--- src/rtl/instr_pkg.sv ---
// Shared instruction-set definitions for the issue encoder and the decoder.
// Holds opcode widths, fixed opcodes and the one-hot encode helpers.
package instr_pkg;

  localparam int unsigned NUM_OPS = 16;
  localparam int unsigned INSTR_W = 8;

  typedef logic [INSTR_W-1:0] instr_t;
  typedef logic [NUM_OPS-1:0] op_onehot_t;

  localparam instr_t OPC_NOP = 8'h00;
  localparam instr_t OPC_NOT = 8'h0F;

  function automatic logic is_onehot(op_onehot_t r);
    return (r != '0) && ((r & (r - op_onehot_t'(1))) == '0);
  endfunction

  // Anything that is not exactly one-hot falls back to NOP, like the decoder.
  function automatic instr_t encode_onehot(op_onehot_t r);
    instr_t b;
    b = OPC_NOP;
    for (int i = 0; i < NUM_OPS; i++) begin
      if (r == (op_onehot_t'(1) << i)) b = instr_t'(i);
    end
    return b;
  endfunction

endpackage

--- src/rtl/instruction_issue_encoder_if.sv ---
// Request and instruction-issue streams of the issue encoder.
// master = sequencer/consumer side, slave = the encoder.
interface instruction_issue_encoder_if;
  import instr_pkg::*;

  op_onehot_t req;
  logic       req_valid;
  logic       req_ready;
  instr_t     instr;
  logic       instr_valid;
  logic       instr_ready;

  modport master (
    output req, req_valid, instr_ready,
    input  req_ready, instr, instr_valid
  );

  modport slave (
    input  req, req_valid, instr_ready,
    output req_ready, instr, instr_valid
  );
endinterface

--- src/rtl/instr_fifo.sv ---
// Power-of-two FIFO for encoded instruction bytes with synchronous flush.
// Read data is forced to zero while empty so no stale storage leaks out.
module instr_fifo
  import instr_pkg::*;
#(
  parameter int unsigned DEPTH = 4,
  parameter int unsigned WIDTH = INSTR_W,
  localparam int unsigned PW = $clog2(DEPTH),
  localparam int unsigned CW = PW + 1
) (
  input  logic             clk,
  input  logic             reset_n,
  input  logic             push,
  input  logic [WIDTH-1:0] wdata,
  input  logic             pop,
  input  logic             flush,
  output logic [WIDTH-1:0] rdata,
  output logic             full,
  output logic             empty,
  output logic [CW-1:0]    count
);

  logic [WIDTH-1:0] mem [DEPTH];
  logic [PW-1:0]    wr_q, wr_d, rd_q, rd_d;
  logic [CW-1:0]    count_q, count_d;
  logic             do_push, do_pop;

  assign full  = (count_q == CW'(DEPTH));
  assign empty = (count_q == '0);
  assign count = count_q;
  assign rdata = empty ? '0 : mem[rd_q];

  // Flush wins over both sides; a full FIFO refuses a push even while popping.
  assign do_push = push && !full && !flush;
  assign do_pop  = pop && !empty && !flush;

  always_comb begin
    wr_d    = wr_q;
    rd_d    = rd_q;
    count_d = count_q;
    if (flush) begin
      wr_d    = '0;
      rd_d    = '0;
      count_d = '0;
    end else begin
      if (do_push) wr_d = wr_q + 1'b1;
      if (do_pop)  rd_d = rd_q + 1'b1;
      unique case ({do_push, do_pop})
        2'b10:   count_d = count_q + 1'b1;
        2'b01:   count_d = count_q - 1'b1;
        default: count_d = count_q;
      endcase
    end
  end

  always_ff @(posedge clk or negedge reset_n) begin
    if (!reset_n) begin
      wr_q    <= '0;
      rd_q    <= '0;
      count_q <= '0;
    end else begin
      wr_q    <= wr_d;
      rd_q    <= rd_d;
      count_q <= count_d;
    end
  end

  always_ff @(posedge clk) begin
    if (do_push) mem[wr_q] <= wdata;
  end

endmodule

--- src/rtl/instruction_issue_encoder.sv ---
// Encodes one-hot operation requests into instruction bytes and issues them
// through a FIFO; malformed requests issue as NOP and are flagged and counted.
module instruction_issue_encoder
  import instr_pkg::*;
#(
  parameter int unsigned DEPTH = 4,
  parameter int unsigned CNTW  = 8,
  localparam int unsigned CW = $clog2(DEPTH) + 1
) (
  input  logic                        clk,
  input  logic                        reset_n,
  input  logic                        flush,
  instruction_issue_encoder_if.slave  bus,
  output logic                        illegal,
  output logic [CNTW-1:0]             illegal_cnt,
  output logic [CW-1:0]               count
);

  logic   full, empty, accept, malformed;
  instr_t enc;
  logic   illegal_q, illegal_d;
  logic [CNTW-1:0] cnt_q, cnt_d;

  assign enc       = encode_onehot(bus.req);
  assign malformed = !is_onehot(bus.req);

  assign bus.req_ready   = !full;
  assign bus.instr_valid = !empty;
  assign accept          = bus.req_valid && !full && !flush;

  instr_fifo #(
    .DEPTH (DEPTH),
    .WIDTH (INSTR_W)
  ) u_fifo (
    .clk     (clk),
    .reset_n (reset_n),
    .push    (bus.req_valid),
    .wdata   (enc),
    .pop     (bus.instr_ready),
    .flush   (flush),
    .rdata   (bus.instr),
    .full    (full),
    .empty   (empty),
    .count   (count)
  );

  always_comb begin
    illegal_d = accept && malformed;
    cnt_d     = cnt_q;
    if (illegal_d && (cnt_q != '1)) cnt_d = cnt_q + 1'b1;
  end

  always_ff @(posedge clk or negedge reset_n) begin
    if (!reset_n) begin
      illegal_q <= 1'b0;
      cnt_q     <= '0;
    end else begin
      illegal_q <= illegal_d;
      cnt_q     <= cnt_d;
    end
  end

  assign illegal     = illegal_q;
  assign illegal_cnt = cnt_q;

endmodule

--- src/flat_wrapper.sv ---
// flat-port wrapper written by rule: the top's interface ports become plain ports
module instruction_issue_encoder_flat import instr_pkg::*;
#(
  parameter int unsigned DEPTH = 4,
  parameter int unsigned CNTW  = 8,
  localparam int unsigned CW = $clog2(DEPTH) + 1
)
  (clk, reset_n, flush, illegal, illegal_cnt, count, bus_req, bus_req_valid, bus_instr_ready, bus_req_ready, bus_instr, bus_instr_valid);
  instruction_issue_encoder_if bus_i ();
  input  logic clk;
  input  logic reset_n;
  input  logic flush;
  output logic illegal;
  output logic [CNTW-1:0] illegal_cnt;
  output logic [CW-1:0] count;
  input wire logic [$bits(bus_i.req)-1:0] bus_req;
  input wire logic [$bits(bus_i.req_valid)-1:0] bus_req_valid;
  input wire logic [$bits(bus_i.instr_ready)-1:0] bus_instr_ready;
  output wire logic [$bits(bus_i.req_ready)-1:0] bus_req_ready;
  output wire logic [$bits(bus_i.instr)-1:0] bus_instr;
  output wire logic [$bits(bus_i.instr_valid)-1:0] bus_instr_valid;
  assign bus_i.req = bus_req;
  assign bus_i.req_valid = bus_req_valid;
  assign bus_i.instr_ready = bus_instr_ready;
  assign bus_req_ready = bus_i.req_ready;
  assign bus_instr = bus_i.instr;
  assign bus_instr_valid = bus_i.instr_valid;
  instruction_issue_encoder #(.DEPTH(DEPTH), .CNTW(CNTW)) u_core (.clk(clk), .reset_n(reset_n), .flush(flush), .bus(bus_i), .illegal(illegal), .illegal_cnt(illegal_cnt), .count(count));
endmodule
--- config.mk ---
export PLATFORM = sky130hd
export DESIGN_NAME = instruction_issue_encoder_flat
export DESIGN_NICKNAME = d
export VERILOG_FILES = /design/src/rtl/instr_pkg.sv /design/src/rtl/instruction_issue_encoder_if.sv /design/src/rtl/instr_fifo.sv /design/src/rtl/instruction_issue_encoder.sv /design/src/flat_wrapper.sv
export SDC_FILE = /design/constraint.sdc
export NUM_CORES = 1
export LEC_CHECK = 0
export ABC_AREA = 1
export CAP_MARGIN = 40
export CORE_MARGIN = 2
export CORE_UTILIZATION = 26
export DETAILED_ROUTE_END_ITERATION = 16
export PLACE_DENSITY = 0.43
export RECOVER_POWER = 25
export SLEW_MARGIN = 10
export SYNTH_ARGS = -nofsm -noshare
export SYNTH_HDL_FRONTEND = slang
export SYNTH_SLANG_ARGS = --single-unit
--- constraint.sdc ---
create_clock -name clk -period 4.2 [get_ports clk]
set_input_delay 0.84 -clock clk [delete_from_list [all_inputs] [get_ports clk]]
set_output_delay 0.84 -clock clk [all_outputs]
set_load 0.01 [all_outputs]
* Word level (Yosys, flattened, before mapping) *
Memories as Yosys holds them, arrays and structs flattened.
Index checks and enable logic that the tools add are counted.

storage, ports and cells
  bits in writable memories = 32
  memories = 1
  word-level logic and storage cells = 73
  register bits after elaboration = 16
  output and inout port bits = 22

memory list
  name               depth  bits a word  rd ports  clocked after memory_dff  wr ports  line              text
  u_core.u_fifo.mem  4      8            1         0                         1         instr_fifo.sv:23  logic [WIDTH-1:0] mem [DEPTH];

operators by class
  mux-type cells = 24
  bitwise logic cells = 1
  reductions and logical operators = 17
  add/sub/neg operators = 6
  equality and inequality tests = 19

operator list
  kind                                                                     count
  8-bit 2-to-1 mux                                                         15
  16-bit bitwise AND                                                       1
  16-bit by 10-bit equality test with 1-bit output, second input constant  1
  16-bit by 11-bit equality test with 1-bit output, second input constant  1
  16-bit by 12-bit equality test with 1-bit output, second input constant  1
  16-bit by 13-bit equality test with 1-bit output, second input constant  1
  16-bit by 14-bit equality test with 1-bit output, second input constant  1
  16-bit by 15-bit equality test with 1-bit output, second input constant  1
  16-bit equality test, second input constant                              1
  16-bit by 2-bit equality test with 1-bit output, second input constant   1
  16-bit by 3-bit equality test with 1-bit output, second input constant   1
  16-bit by 4-bit equality test with 1-bit output, second input constant   1
  16-bit by 5-bit equality test with 1-bit output, second input constant   1
  16-bit by 6-bit equality test with 1-bit output, second input constant   1
  16-bit by 7-bit equality test with 1-bit output, second input constant   1
  16-bit by 8-bit equality test with 1-bit output, second input constant   1
  16-bit by 9-bit equality test with 1-bit output, second input constant   1
  16-bit zero test                                                         1
  16-bit nonzero test                                                      1
  16-bit by 1-bit subtractor with 16-bit output, second input constant     1
  8-bit by 1-bit adder with 8-bit output, second input constant            1
  2-bit 2-to-1 mux                                                         4
  8-bit inequality test, second input constant                             1
  1-bit logical AND                                                        7
  13 further kinds                                                         20

* Longest topological paths before layout *
Gate-level depths: netlist of the first run.

  depth after elaboration = 16
  mapped depth = 11

* Hierarchy *
A second synthesis of the first run with hierarchy kept.

unflattened totals
  cells, all modules = 340
  area total of the unflattened synthesis = 2867.8 µm²

modules (own cells, without submodules)
  module                     times used  cells an instance  area each (µm²)
  instr_fifo                 1           159                1761.7
  instruction_issue_encoder  1           181                1106.1

* Worst setup path after synthesis of the first run *
Ideal clock, no wire load.

  kind = in2reg
  start = in bus_req[13]
  end = reg u_core.cnt_q[2] (netlist: u_core.illegal_cnt[2])
  arrival = 1.821 ns
  required time = 4.081 ns
  library setup time = 0.119 ns
  slack = 2.260 ns
  stages on the path = 10
  cells stage by stage = nor2_1 -> nand2_1 -> nor2_1 -> a21oi_1 -> nand3_2 -> nor2_4 -> nand2_4 -> nand3_4 -> nand2_1 -> nand2_1

between the ends
  word-level cells in the longest chain between the ends = 7

ends and longest elaborated chain
  item                                           line                             text
  start: declaration                             flat_wrapper.sv:16               input wire logic [$bits(bus_i.req)-1:0] bus_req;
  16-bit by 1-bit subtractor with 16-bit output  instr_pkg.sv:15                  return (r != '0) && ((r & (r - op_onehot_t'(1))) == '0);
  16-bit bitwise AND                             instr_pkg.sv:15
  16-bit zero test                               instr_pkg.sv:15
  1-bit logical AND *                            instr_pkg.sv:15
  1-bit zero test *                              instruction_issue_encoder.sv:25  assign malformed = !is_onehot(bus.req);
  1-bit logical AND *                            instruction_issue_encoder.sv:48  illegal_d = accept && malformed;
  1-bit logical AND *                            instruction_issue_encoder.sv:50  if (illegal_d && (cnt_q != '1)) cnt_d = cnt_q + 1'b1;
  end signal: assignment                         instruction_issue_encoder.sv:59  cnt_q <= cnt_d;
  end: declaration                               instruction_issue_encoder.sv:22  logic [CNTW-1:0] cnt_q, cnt_d;

Every way passes the cells marked *; elsewhere a longest branch is shown, timed or not.
A chain may end at the register's enable or synchronous reset.

* Worst setup path in the final report of the first run *
  start = reg u_core.u_fifo.rd_q[0]
  end = out bus_instr[2]

between the ends
  word-level cells in the longest chain between the ends = 2

ends and longest elaborated chain
  item                      line                text
  start: declaration        instr_fifo.sv:24    logic [PW-1:0] wr_q, wr_d, rd_q, rd_d;
  start signal: assignment  instr_fifo.sv:63    rd_q <= rd_d;
  memory read 4 x 8 bit     --
  8-bit 2-to-1 mux          instr_fifo.sv:31    assign rdata = empty ? '0 : mem[rd_q];
  end: declaration          flat_wrapper.sv:20  output wire logic [$bits(bus_i.instr)-1:0] bus_instr;

Every way passes these cells.

==> results.env, run 1 <==
WIRELENGTH_UM=5130
PLACEDCELLCOUNT=428
VIASPERCELL=4.47
FF_LATCH_AREA_UM2=881
CRITICAL_PATH.STARTPOINT_TYPE='flip-flop'
POSTCTSSETUPREPAIRBUFS=0
POST_SYNTH_MAIN_AREA_CONTRIBUTORS='edfxtp_1 22%, dfrtp_1 19%, nand2_1 11%'
POWER_DENSITY_nW_PER_UM2=423
GRT_PASS1_WL_UM=8800
DIEWIDTH_UM=94.7
STARTING_DENSITY_OF_THE_CORE_PCT=26.4
CELL_AREA_AFTER_SYNTHESIS_UM2=2140
CTSHOLDBUFFERS=0
CRITPATHCAPTURETYPE='primary output'
PLACE.GP.CONGESTION=0.854
DP_HPWL_UM=3980
MULTI_INPUT_AREA_UM2=1090
SKEW_NS=0.00591
LARGEST_NET_DEGREE_AT_THE_START_OF_GLOBAL_ROUTING=17
ANTENNA_CELL_COUNT=0
REGTOREGSETUPSLACK_NS=1.94
FINAL_CELLS=436
YS_SEQ_ELEMENTS=32
MIN_TO='u_core.illegal_cnt[3]$_DFFE_PN0P_'
YOSYS.AREA.TOP_TYPE_SHARE_PCT=22.5
POWER.TOTAL_mW=1.15
CLOCK_TREE.HTREE_LEVEL_COUNT=2
NUM-FILL-CELLS=897
HP-START='u_core.illegal_cnt[3]$_DFFE_PN0P_'
WIRE_PER_INST_UM=11.8
SYN_AVG_CELL_AREA_UM2=7.45
CRITPATHREQUIREDTIME_NS=3.36
FINALSETUPVIOLCOUNT=0
FIN_CRIT_NS=2.79
TIMING.CRITICAL_PATH.CELLS='inv_1 -> o21ai_0 -> a21oi_1 -> clkdlybuf4s50_1'
ANTENNA_VIOLATIONS_BEFORE_REPAIR=0
IO-PIN-COUNT=43
CRIT-REG2REG-CAPTURE='u_core.u_fifo.mem[3][3]$_DFFE_PP_'
STATUS='finished clean'
CTS_NUM_SINKS=32
AREAGROWTHSYNTHTOFINISH_PCT=26.7
PATH_MAX_FANOUT=10
MAXSLEWHEADROOM_PCT=48.2
REGTOREGSTARTPOINT='u_core.u_fifo.count[0]$_DFFE_PN0P_'
FINALSETUPTNS_NS=0
CLOCK_PIN_TRANSITION_ON_THE_WORST_SETUP_AND_HOLD_TIMING_PATHS_NS=0.07
SYNTHCELLS=287
TIMING.REG2REG.WORST_PATH_DEPTH=7
WORST_HOLD_PATH.NUM_CELLS=2
INITIAL_DETAILED_ROUTING_VIOLATION_COUNT=88
DETAILED_ROUTER_ITERATION_COUNT_BEFORE_ANTENNA_REPAIR=4
LEAST_MARGIN_PIN_SLEW_NS=0.775
MAXCAPVIOLCOUNT=0
CP_DATA_ARRIVAL_TIME_NS=1.95
NUMCTSBUFFERS=5
ROUTE.VIAS.TOTAL=1951
HP-CLASS='reg2reg'
WORSTSKEWPAIRLATENCY_NS=0.28
NUMPORTBUFFERS=38
WORST_IR_DROP_VDD_V=0.000155
FINAL_NET_COUNT=357
TRITONCTS='yes'
GRT_PASS1_VIAS=1913
POST-PLACE-WS_NS=1.45
CRITICAL_PATH.TOP_DELAY_FAMILY='buffers and inverters'
DRIVE_GT1_SHARE_PCT=6.34
OVERFLOW=0
POST_SYNTHESIS_SEQUENTIAL_AREA_RATIO_PCT=41.2
CLOCKBUFFERDEPTH=2
GRT_SETUP_UNREPAIRED='no'
CORE_AREA_UM2=8090
REMAINING_DRC_ERRORS=0
FLOORPLAN.ROWS=33
FINALMAXSLEWVIOLATIONS=0
DIE_AREA_UM2=8970
YS_WARN_COUNT=0
DIEHEIGHT_UM=94.7
CRITPATHMAXSTAGEDELAY_NS=0.56
LIBRARY_CELL_OCCUPYING_THE_MOST_AREA_IN_THE_POST_SYNTHESIS_NETLIST='edfxtp_1'
ANT_NETS=0
SYNTH_EDF_COUNT=16
SYNTH.DISTINCT_CELLS=29
TIMING.SETUP.CRITICAL_PATH_CLASS='reg2out'
CTS_RESIZED=0
FINAL_REPORT_HOLD_VIOLATION_COUNT=0
SYNTH_FF_TYPE='edfxtp_1'
SYNTH_ASYNC_SR_FLOP_SHARE_PCT=50.0
LEAKAGEPOWER_nW=1.21
TIMING.FMAX_MHz=358
SETUP_WS_FINAL_NS=1.41
TRACK_USAGE_PCT=12.6
CRIT_PATH_TOP_DELAY_CELL='clkdlybuf4s50_1'
CELL_AT_THE_ROOT_OF_THE_CLOCK_TREE='clkbuf_8'
FINALCRITPERIODSHARE_PCT=66.5
CP_NUM_BUF_INV=2
==> flip-flops by register name, summed over array words and instances, names as in the netlist <==
name and count:
u_core.u_fifo.mem 16, u_core.illegal_cnt 8, u_core.u_fifo.count 3, u_core.u_fifo.rd_q 2, u_core.u_fifo.wr_q 2, u_core.illegal 1
==> worst min-delay path, delay by kind of cell (launching register included) <==
kind / cells / cell delay, ns
and+or+nand+nor: 2 / 0.12
DFF: 1 / 0.39
==> synthesized netlist by cell type (2+ instances only) <==
master,number
nor2_1,53
inv_1,38
edfxtp_1,16
nor2_2,5
nor3_1,6
ha_1,5
dfrtp_1,16
nand2_2,2
nand2_1,65
clkbuf_1,2
o21ai_0,14
nand4_1,19
buf_4,4
nand3_1,12
a21oi_1,8
xor2_1,7
nor2_4,3
==> layout make-up <==
| cell class | count | share of cell area (%) |
|---|---|---|
| inverters | 38 | 5.26 |
| multi-input cells | 214 | 40.2 |
| flip-flops and latches | 32 | 32.5 |
| clock buffers | 5 | 2.54 |
| clock inverters | 3 | 0.508 |
| repair buffers | 39 | 14.2 |
| well taps | 105 | 4.85 |
==> routing by layer <==
metal	up-vias	wire length, um	share of wire (%)	track usage (%)
met5	-	0	0	0
met4	0	102	2.0	4.71
met3	8	212	4.1	2.39
met2	51	2280	44	19.4
met1	878	2540	49	17.5
li1	1014	-	-	-
==> logic make-up after synthesis <==
logic type	synth area share, %
flops	41.2
compound gates	6.67
simple gates	36.4
xor+xnor	3.28
other cells	0.175
buf+inv	8.43
fa+ha+maj	3.86
==> worst max-delay path by stage <==
stage,from,end,cells past startpoint
after floorplan,bus_req[13],u_core.illegal_cnt[2]$_DFFE_PN0P_,10
after global placement,bus_req[6],u_core.u_fifo.mem[0][3]$_DFFE_PP_,10
after detailed placement,bus_req[5],u_core.u_fifo.mem[0][3]$_DFFE_PP_,10
after CTS,u_core.u_fifo.rd_q[0]$_DFFE_PN0P_,bus_instr[2],4
after global routing,u_core.u_fifo.rd_q[0]$_DFFE_PN0P_,bus_instr[3],4
final,u_core.u_fifo.rd_q[0]$_DFFE_PN0P_,bus_instr[2],4
==> placed cells by master (no fill, tap or decap) <==
cell type        Yosys  layout
nand2_1             65      65
nor2_1              53      53
inv_1               38      38
clkdlybuf4s50_1      0      35
nand4_1             19      19
dfrtp_1             16      16
edfxtp_1            16      16
o21ai_0             14      14
nand3_1             12      12
a21oi_1              8       8
xor2_1               7       7
nor3_1               6       6
nor2_2               5       5
ha_1                 5       5
clkbuf_8             0       5
conb_1               1       4
nor2_4               3       3
dlygate4sd3_1        0       3
nand2_2              2       2
clkinv_2             0       2
nor3_2               1       1
o21a_1               1       1
a22oi_1              1       1
nand3_2              1       1
a31oi_1              1       1
nand2_4              1       1
nand3_4              1       1
o21ai_1              1       1
xnor2_1              1       1
o22ai_1              1       1
fa_1                 1       1
clkinv_1             0       1
clkbuf_1             2       1
==> power by group <==
| part | leakage (nW) | internal, mW | total [mW] | switching [mW] |
|---|---|---|---|---|
| clock | 0.0453 | 0.112 | 0.223 | 0.111 |
| sequential | 0.375 | 0.380 | 0.450 | 0.0697 |
| combinational | 0.787 | 0.232 | 0.475 | 0.243 |
| total | 1.21 | 0.724 | 1.15 | 0.424 |
==> per-stage QoR <==
stage          instance area [um2]  util [%]  hold WS (ns)
2_1_floorplan                 2150         -         0.513
3_3_place_gp                  2630      32.5         0.516
3_5_place_dp                  2630      32.5         0.531
4_1_cts                       2710      33.5         0.549
5_1_grt                       2710      33.5         0.583
6_report                      2710      33.5         0.541
Note: power is estimated with default switching activity, not from simulation.
==> run 2: changes to the inputs <==
--- a/config.mk
+++ b/config.mk
@@ -10,7 +10,7 @@
 export CORE_MARGIN = 2
 export CORE_UTILIZATION = 26
 export DETAILED_ROUTE_END_ITERATION = 16
-export PLACE_DENSITY = 0.43
+export PLACE_DENSITY = 0.45
 export RECOVER_POWER = 25
 export SLEW_MARGIN = 10
 export SYNTH_ARGS = -nofsm -noshare
==> constraint.sdc (replaced) <==
create_clock -name clk -period 2.45 [get_ports clk]
set_input_delay 0.49 -clock clk [delete_from_list [all_inputs] [get_ports clk]]
set_output_delay 0.49 -clock clk [all_outputs]
set_load 0.01 [all_outputs]
==> run 2 against run 1 <==
Sequential power up 72%; wire length shrank 4.2%; worst hold slack worse by 0.0047 ns; die area is the same; non-clock buffer count rose by 8; via count shrank 0.72%; global-route usage decreased by 0.25 points; critical path depth grew 1; sequential cell count stayed put; first-iteration DRC count down 48%.
==> results.env, run 2 (synthesis results as in run 1) <==
CLOCK_TREE.HTREE_LEVEL_COUNT=2
DETAILED_ROUTED_WIRE_LENGTH_ON_MET2_UM=2290
FINALMAXSLEWVIOLATIONS=0
FIN_CRIT_NS=2.22
POWER_DENSITY_nW_PER_UM2=731
GRT_SETUP_UNREPAIRED='no'
TRACK_USAGE_PCT=12.3
HIGHEST_LAYER='met4'
MULTI_INPUT_AREA_UM2=1090
IO-PIN-COUNT=43
STATUS='finished clean'
LARGEST_REGISTER_FFS=16
ROUTE.MET3.WL_UM=187
VIASPERCELL=4.36
WORSTSKEWPAIRLATENCY_NS=0.28
LARGEST_NET_DEGREE_AT_THE_START_OF_GLOBAL_ROUTING=17
FF_LATCH_AREA_UM2=882
CP_DATA_ARRIVAL_TIME_NS=1.73
PATH_MAX_FANOUT=7
CELL_AT_THE_ROOT_OF_THE_CLOCK_TREE='clkbuf_8'
DRIVE_GT1_SHARE_PCT=8.85
NUMPORTBUFFERS=38
REGTOREGSTARTPOINT='u_core.u_fifo.count[0]$_DFFE_PN0P_'
CRITPATHREQUIREDTIME_NS=1.96
DIEHEIGHT_UM=94.7
TIMING.CRITICAL_PATH.CELLS='inv_1 -> nor2_1 -> o21ai_0 -> a21oi_1 -> clkdlybuf4s50_1'
OVERFLOW=0
DIEWIDTH_UM=94.7
STARTING_DENSITY_OF_THE_CORE_PCT=26.4
WIRE_PER_INST_UM=11.1
LARGEST-REGISTER='u_core.u_fifo.mem'
WIRELENGTH_UM=4920
NUMCTSBUFFERS=5
WORST_IR_DROP_VDD_V=0.000243
NUM-FILL-CELLS=906
TIMING.REG2REG.WORST_PATH_DEPTH=10
FINAL_REPORT_HOLD_VIOLATION_COUNT=0
ROUTE.LAYER.MET1.WL_UM=2380
DIE_AREA_UM2=8970
LEAST_MARGIN_PIN_SLEW_NS=0.884
CP_NUM_BUF_INV=2
FINALSETUPVIOLCOUNT=0
CRITICAL_PATH.TOP_DELAY_FAMILY='buffers and inverters'
CORE_AREA_UM2=8090
CRIT_PATH_TOP_DELAY_CELL='clkdlybuf4s50_1'
FINALCRITPERIODSHARE_PCT=90.7
HP-CLASS='reg2reg'
GRT_PASS1_VIAS=1950
POSTCTSSETUPREPAIRBUFS=0
LAYOUT.CELL_AREA.NON_FILLER_UM2=2790
CRITPATHMAXSTAGEDELAY_NS=0.54
HP-START='u_core.illegal_cnt[3]$_DFFE_PN0P_'
ANTENNA_VIOLATIONS_BEFORE_REPAIR=0
CRITICAL_PATH.STARTPOINT_TYPE='flip-flop'
TIMING.FMAX_MHz=450
REGTOREGSETUPSLACK_NS=0.48
MAXCAPVIOLCOUNT=0
WORST_HOLD_PATH.NUM_CELLS=2
ANTENNA_CELL_COUNT=0
SKEW_NS=0.00413
CRITICAL_PATH_ORIGIN='u_core.u_fifo.rd_q[1]$_DFFE_PN0P_'
LAYOUT_COMMONEST_CELL='nand2_1'
CRITPATHCAPTURETYPE='primary output'
FINALSETUPTNS_NS=0
REMAINING_DRC_ERRORS=0
GRT_PASS1_WL_UM=8800
ROUTE.VIAS.TOTAL=1937
TRITONCTS='yes'
CLOCK_PIN_TRANSITION_ON_THE_WORST_SETUP_AND_HOLD_TIMING_PATHS_NS=0.06
MAXSLEWHEADROOM_PCT=41.1
LEAKAGEPOWER_nW=1.25
DP_HPWL_UM=3940
TIMING.SETUP.CRITICAL_PATH_CLASS='reg2out'
FLOORPLAN.ROWS=33
MIN_TO='u_core.illegal_cnt[3]$_DFFE_PN0P_'
DETAILED_ROUTER_ITERATION_COUNT_BEFORE_ANTENNA_REPAIR=4
INITIAL_DETAILED_ROUTING_VIOLATION_COUNT=46
ANT_NETS=0
FINAL_NET_COUNT=365
CLOCKBUFFERDEPTH=2
AREAGROWTHSYNTHTOFINISH_PCT=30.3
CTS_NUM_SINKS=32
PLACEMENT.CELL_AREA_UM2=2690
MOST-COMMON-LAYOUT-CELLS='65 x nand2_1, 53 x nor2_1, 37 x inv_1, 36 x clkdlybuf4s50_1, 19 x nand4_1'
PLACE.GP.CONGESTION=0.885
CRIT-REG2REG-CAPTURE='u_core.u_fifo.count[0]$_DFFE_PN0P_'
==> run 2: changes by cell type in the layout (fill, tap and decap cells not counted), moves of 2 or more <==
| cell | previous run | this run |
|---|---|---|
| buf_4 | 0 | 7 |
| clkbuf_1 | 1 | 3 |
| clkbuf_8 | 5 | 7 |
| clkinv_2 | 2 | 0 |
==> run 2: repair_timing <==
action	4_1_cts	5_1_grt
endpoints found under the setup margin	0	4
hold buffers	0	0
resized for setup	0	2
==> run 2: how the worst max path moves through the flow <==
stage	end	slack [ns]	depth (start not counted)
2_1_floorplan	u_core.u_fifo.count[2]$_DFFE_PN0P_	0.57	8
3_3_place_gp	u_core.u_fifo.mem[0][2]$_DFFE_PP_	0.09	10
3_5_place_dp	u_core.u_fifo.mem[3][2]$_DFFE_PP_	0.07	10
4_1_cts	bus_instr[0]	0.09	4
5_1_grt	bus_instr[1]	0.07	5
6_report	bus_instr[1]	0.23	5
==> run 2: tightest hold or removal path: cells and delay by family, from the launching register on <==
| family | cells | cell delay (ns) |
|---|---|---|
| flops | 1 | 0.39 |
| simple gates | 2 | 0.12 |
==> run 2: layer usage <==
layer | GRT usage, % | vias to the layer above
met2 | 20.2 | 31
met5 | 0 | -
met1 | 16.4 | 871
met4 | 3.50 | 0
li1 | - | 1030
met3 | 2.63 | 5
==> run 2: layout make-up <==
type,count,area share (%)
clock buffer,8,3.59
timing repair buffer,47,15.8
tap,105,4.72
multi-input combinational,214,39.1
inverter,38,5.12
sequential,32,31.7
==> run 2: metrics by stage <==
step / utilization (%) / power, mW / hold WS [ns] / instances / setup WS (ns)
2_1_floorplan: - / 1.19 / 0.194 / 290 / 0.573
3_3_place_gp: 33.3 / 1.62 / 0.533 / 436 / 0.0877
3_5_place_dp: 33.3 / 1.62 / 0.526 / 436 / 0.0708
4_1_cts: 34.5 / 2.07 / 0.537 / 444 / 0.0900
5_1_grt: 34.4 / 2.22 / 0.592 / 444 / 0.0714
6_report: 34.4 / 2.04 / 0.537 / 444 / 0.227
==> run 2: power breakdown <==
part	leakage, nW	internal [mW]	total, mW	switching [mW]
registers	0.373	0.653	0.775	0.122
logic	0.823	0.419	0.818	0.400
clock network	0.0515	0.256	0.442	0.186
==> run 3: changes to the inputs <==
--- a/config.mk
+++ b/config.mk
@@ -10,7 +10,7 @@
 export CORE_MARGIN = 2
 export CORE_UTILIZATION = 26
 export DETAILED_ROUTE_END_ITERATION = 16
-export PLACE_DENSITY = 0.45
+export PLACE_DENSITY = 0.43
 export RECOVER_POWER = 25
 export SLEW_MARGIN = 10
 export SYNTH_ARGS = -nofsm -noshare
==> constraint.sdc (replaced) <==
create_clock -name clk -period 2.75 [get_ports clk]
set_input_delay 0.55 -clock clk [delete_from_list [all_inputs] [get_ports clk]]
set_output_delay 0.55 -clock clk [all_outputs]
set_load 0.01 [all_outputs]
==> run 3 against run 2 <==
Design area down 1.6%; highest routed layer unchanged; sequential share of layout area up 0.46 points; largest power group unchanged; combinational power down 12%; setup slack better by 0.0079 ns; clock power about the same; wire length up 6.4%; largest cell class unchanged; total power down 9.0%; first-iteration DRC count up 48%; clock skew about the same.
==> results.env, run 3 (synthesis results as in run 1) <==
STATUS='finished clean'
VIASPERCELL=4.43
TIMING.REG2REG.WORST_PATH_DEPTH=8
HP-START='u_core.illegal_cnt[3]$_DFFE_PN0P_'
CP_DATA_ARRIVAL_TIME_NS=1.97
NUMPORTBUFFERS=38
POWER.TOTAL_mW=1.85
HP-CLASS='reg2reg'
LEAST_MARGIN_PIN_SLEW_NS=0.745
LARGEST_REGISTER_FFS=16
LAYOUT_COMMONEST_CELL='nand2_1'
CTS_RESIZED=0
WORSTSKEWPAIRLATENCY_NS=0.28
MAXCAPVIOLCOUNT=0
CTSHOLDBUFFERS=0
LEAKAGEPOWER_nW=1.22
DP_HPWL_UM=3940
DIE_AREA_UM2=8970
WIRE_PER_INST_UM=12.0
DRIVE_GT1_SHARE_PCT=6.33
FINALSETUPVIOLCOUNT=0
DETAILED_ROUTER_ITERATION_COUNT_BEFORE_ANTENNA_REPAIR=4
CRITPATHREQUIREDTIME_NS=2.20
DIEWIDTH_UM=94.7
STARTING_DENSITY_OF_THE_CORE_PCT=26.4
ANTENNA_CELL_COUNT=0
TRACK_USAGE_PCT=12.6
CRITICAL_PATH.STARTPOINT_TYPE='flip-flop'
CLOCK_TREE.HTREE_LEVEL_COUNT=2
MAXSLEWHEADROOM_PCT=50.2
GRT_PASS1_WL_UM=8760
INITIAL_DETAILED_ROUTING_VIOLATION_COUNT=68
REMAINING_DRC_ERRORS=0
POST-PLACE-WS_NS=0.280
CLOCKBUFFERDEPTH=2
REGTOREGSTARTPOINT='u_core.u_fifo.count[0]$_DFFE_PN0P_'
SETUP_WS_FINAL_NS=0.235
WORST_IR_DROP_VDD_V=0.000256
WORST_HOLD_PATH.NUM_CELLS=2
FINALCRITPERIODSHARE_PCT=91.5
FLOORPLAN.ROWS=33
CLOCK_PIN_TRANSITION_ON_THE_WORST_SETUP_AND_HOLD_TIMING_PATHS_NS=0.07
CTS_NUM_SINKS=32
CORE_AREA_UM2=8090
GRT_PASS1_VIAS=1871
HOLDWS_NS=0.544
CRITPATHCAPTURETYPE='primary output'
PATH_MAX_FANOUT=10
FINAL_CELLS=437
CELL_AT_THE_ROOT_OF_THE_CLOCK_TREE='clkbuf_8'
DIEHEIGHT_UM=94.7
LARGEST_NET_DEGREE_AT_THE_START_OF_GLOBAL_ROUTING=17
LARGEST-REGISTER='u_core.u_fifo.mem'
ANT_NETS=0
MOST-COMMON-LAYOUT-CELLS='65 x nand2_1, 53 x nor2_1, 38 x inv_1, 36 x clkdlybuf4s50_1, 19 x nand4_1'
FINALSETUPTNS_NS=0
PLACE.GP.CONGESTION=0.855
FINAL_REPORT_HOLD_VIOLATION_COUNT=0
TIMING.FMAX_MHz=398
CRIT-REG2REG-CAPTURE='u_core.u_fifo.count[2]$_DFFE_PN0P_'
AREAGROWTHSYNTHTOFINISH_PCT=28.2
FINALMAXSLEWVIOLATIONS=0
POSTCTSSETUPREPAIRBUFS=0
GRT_SETUP_UNREPAIRED='no'
MIN_TO='u_core.illegal_cnt[3]$_DFFE_PN0P_'
ANTENNA_VIOLATIONS_BEFORE_REPAIR=0
TIMING.SETUP.CRITICAL_PATH_CLASS='reg2out'
ROUTE.VIAS.TOTAL=1938
FINAL_NET_COUNT=358
IO-PIN-COUNT=43
PLACEDCELLCOUNT=429
WIRELENGTH_UM=5230
TRITONCTS='yes'
FIN_CRIT_NS=2.52
POWER_DENSITY_nW_PER_UM2=676
SKEW_NS=0.00435
NUMCTSBUFFERS=5
REGTOREGSETUPSLACK_NS=0.61
OVERFLOW=0
==> run 3: cell count changes in the layout (fill, tap and decap cells not counted), moves of 2 or more <==
cell	before	now
buf_4	7	1
clkinv_1	0	2
clkbuf_8	7	5
clkbuf_1	3	1
==> run 3: critical path, stage by stage (launching register included) <==
cell,delay [ns]
dfrtp_1,0.50
inv_1,0.28
o21ai_0,0.14
a21oi_1,0.20
clkdlybuf4s50_1,0.56
==> run 3: where the power goes <==
part           switching, mW  internal [mW]  leakage, nW
registers              0.108          0.580        0.375
logic                  0.368          0.354        0.791
clock network          0.180          0.264       0.0532
==> run 3: layer usage <==
| layer | share of wire [%] | track usage (%) | vias up |
|---|---|---|---|
| met5 | 0 | 0 | - |
| met1 | 50 | 17.1 | 868 |
| met3 | 4.2 | 2.71 | 10 |
| met4 | 2.3 | 4.59 | 0 |
| met2 | 44 | 19.7 | 48 |
| li1 | - | - | 1012 |
==> run 3: worst max-delay path by stage <==
stage | from | endpoint | slack (ns) | depth (start not counted)
5_1_grt | u_core.u_fifo.rd_q[0]$_DFFE_PN0P_ | bus_instr[2] | 0.11 | 4
4_1_cts | u_core.u_fifo.rd_q[0]$_DFFE_PN0P_ | bus_instr[2] | 0.21 | 4
6_report | u_core.u_fifo.rd_q[0]$_DFFE_PN0P_ | bus_instr[2] | 0.23 | 4
3_5_place_dp | bus_req[3] | u_core.u_fifo.mem[0][3]$_DFFE_PP_ | 0.28 | 10
3_3_place_gp | bus_req[6] | u_core.u_fifo.mem[0][3]$_DFFE_PP_ | 0.30 | 10
2_1_floorplan | u_core.u_fifo.count[0]$_DFFE_PN0P_ | u_core.u_fifo.count[2]$_DFFE_PN0P_ | 0.87 | 8
==> run 3: cell type report <==
cell class,count,area [um2]
flip-flops and latches,32,881
inverters,38,143
well taps,105,131
clock inverters,3,37.5
repair buffers,40,392
fillers,882,5350
multi-input cells,214,1090
clock buffers,5,68.8
==> run 3: per-stage QoR <==
stage / util, % / area, um2
after floorplan: - / 2150
after global placement: 32.6 / 2640
after detailed placement: 32.6 / 2640
after CTS: 33.9 / 2750
after global routing: 33.9 / 2740
final: 33.9 / 2740
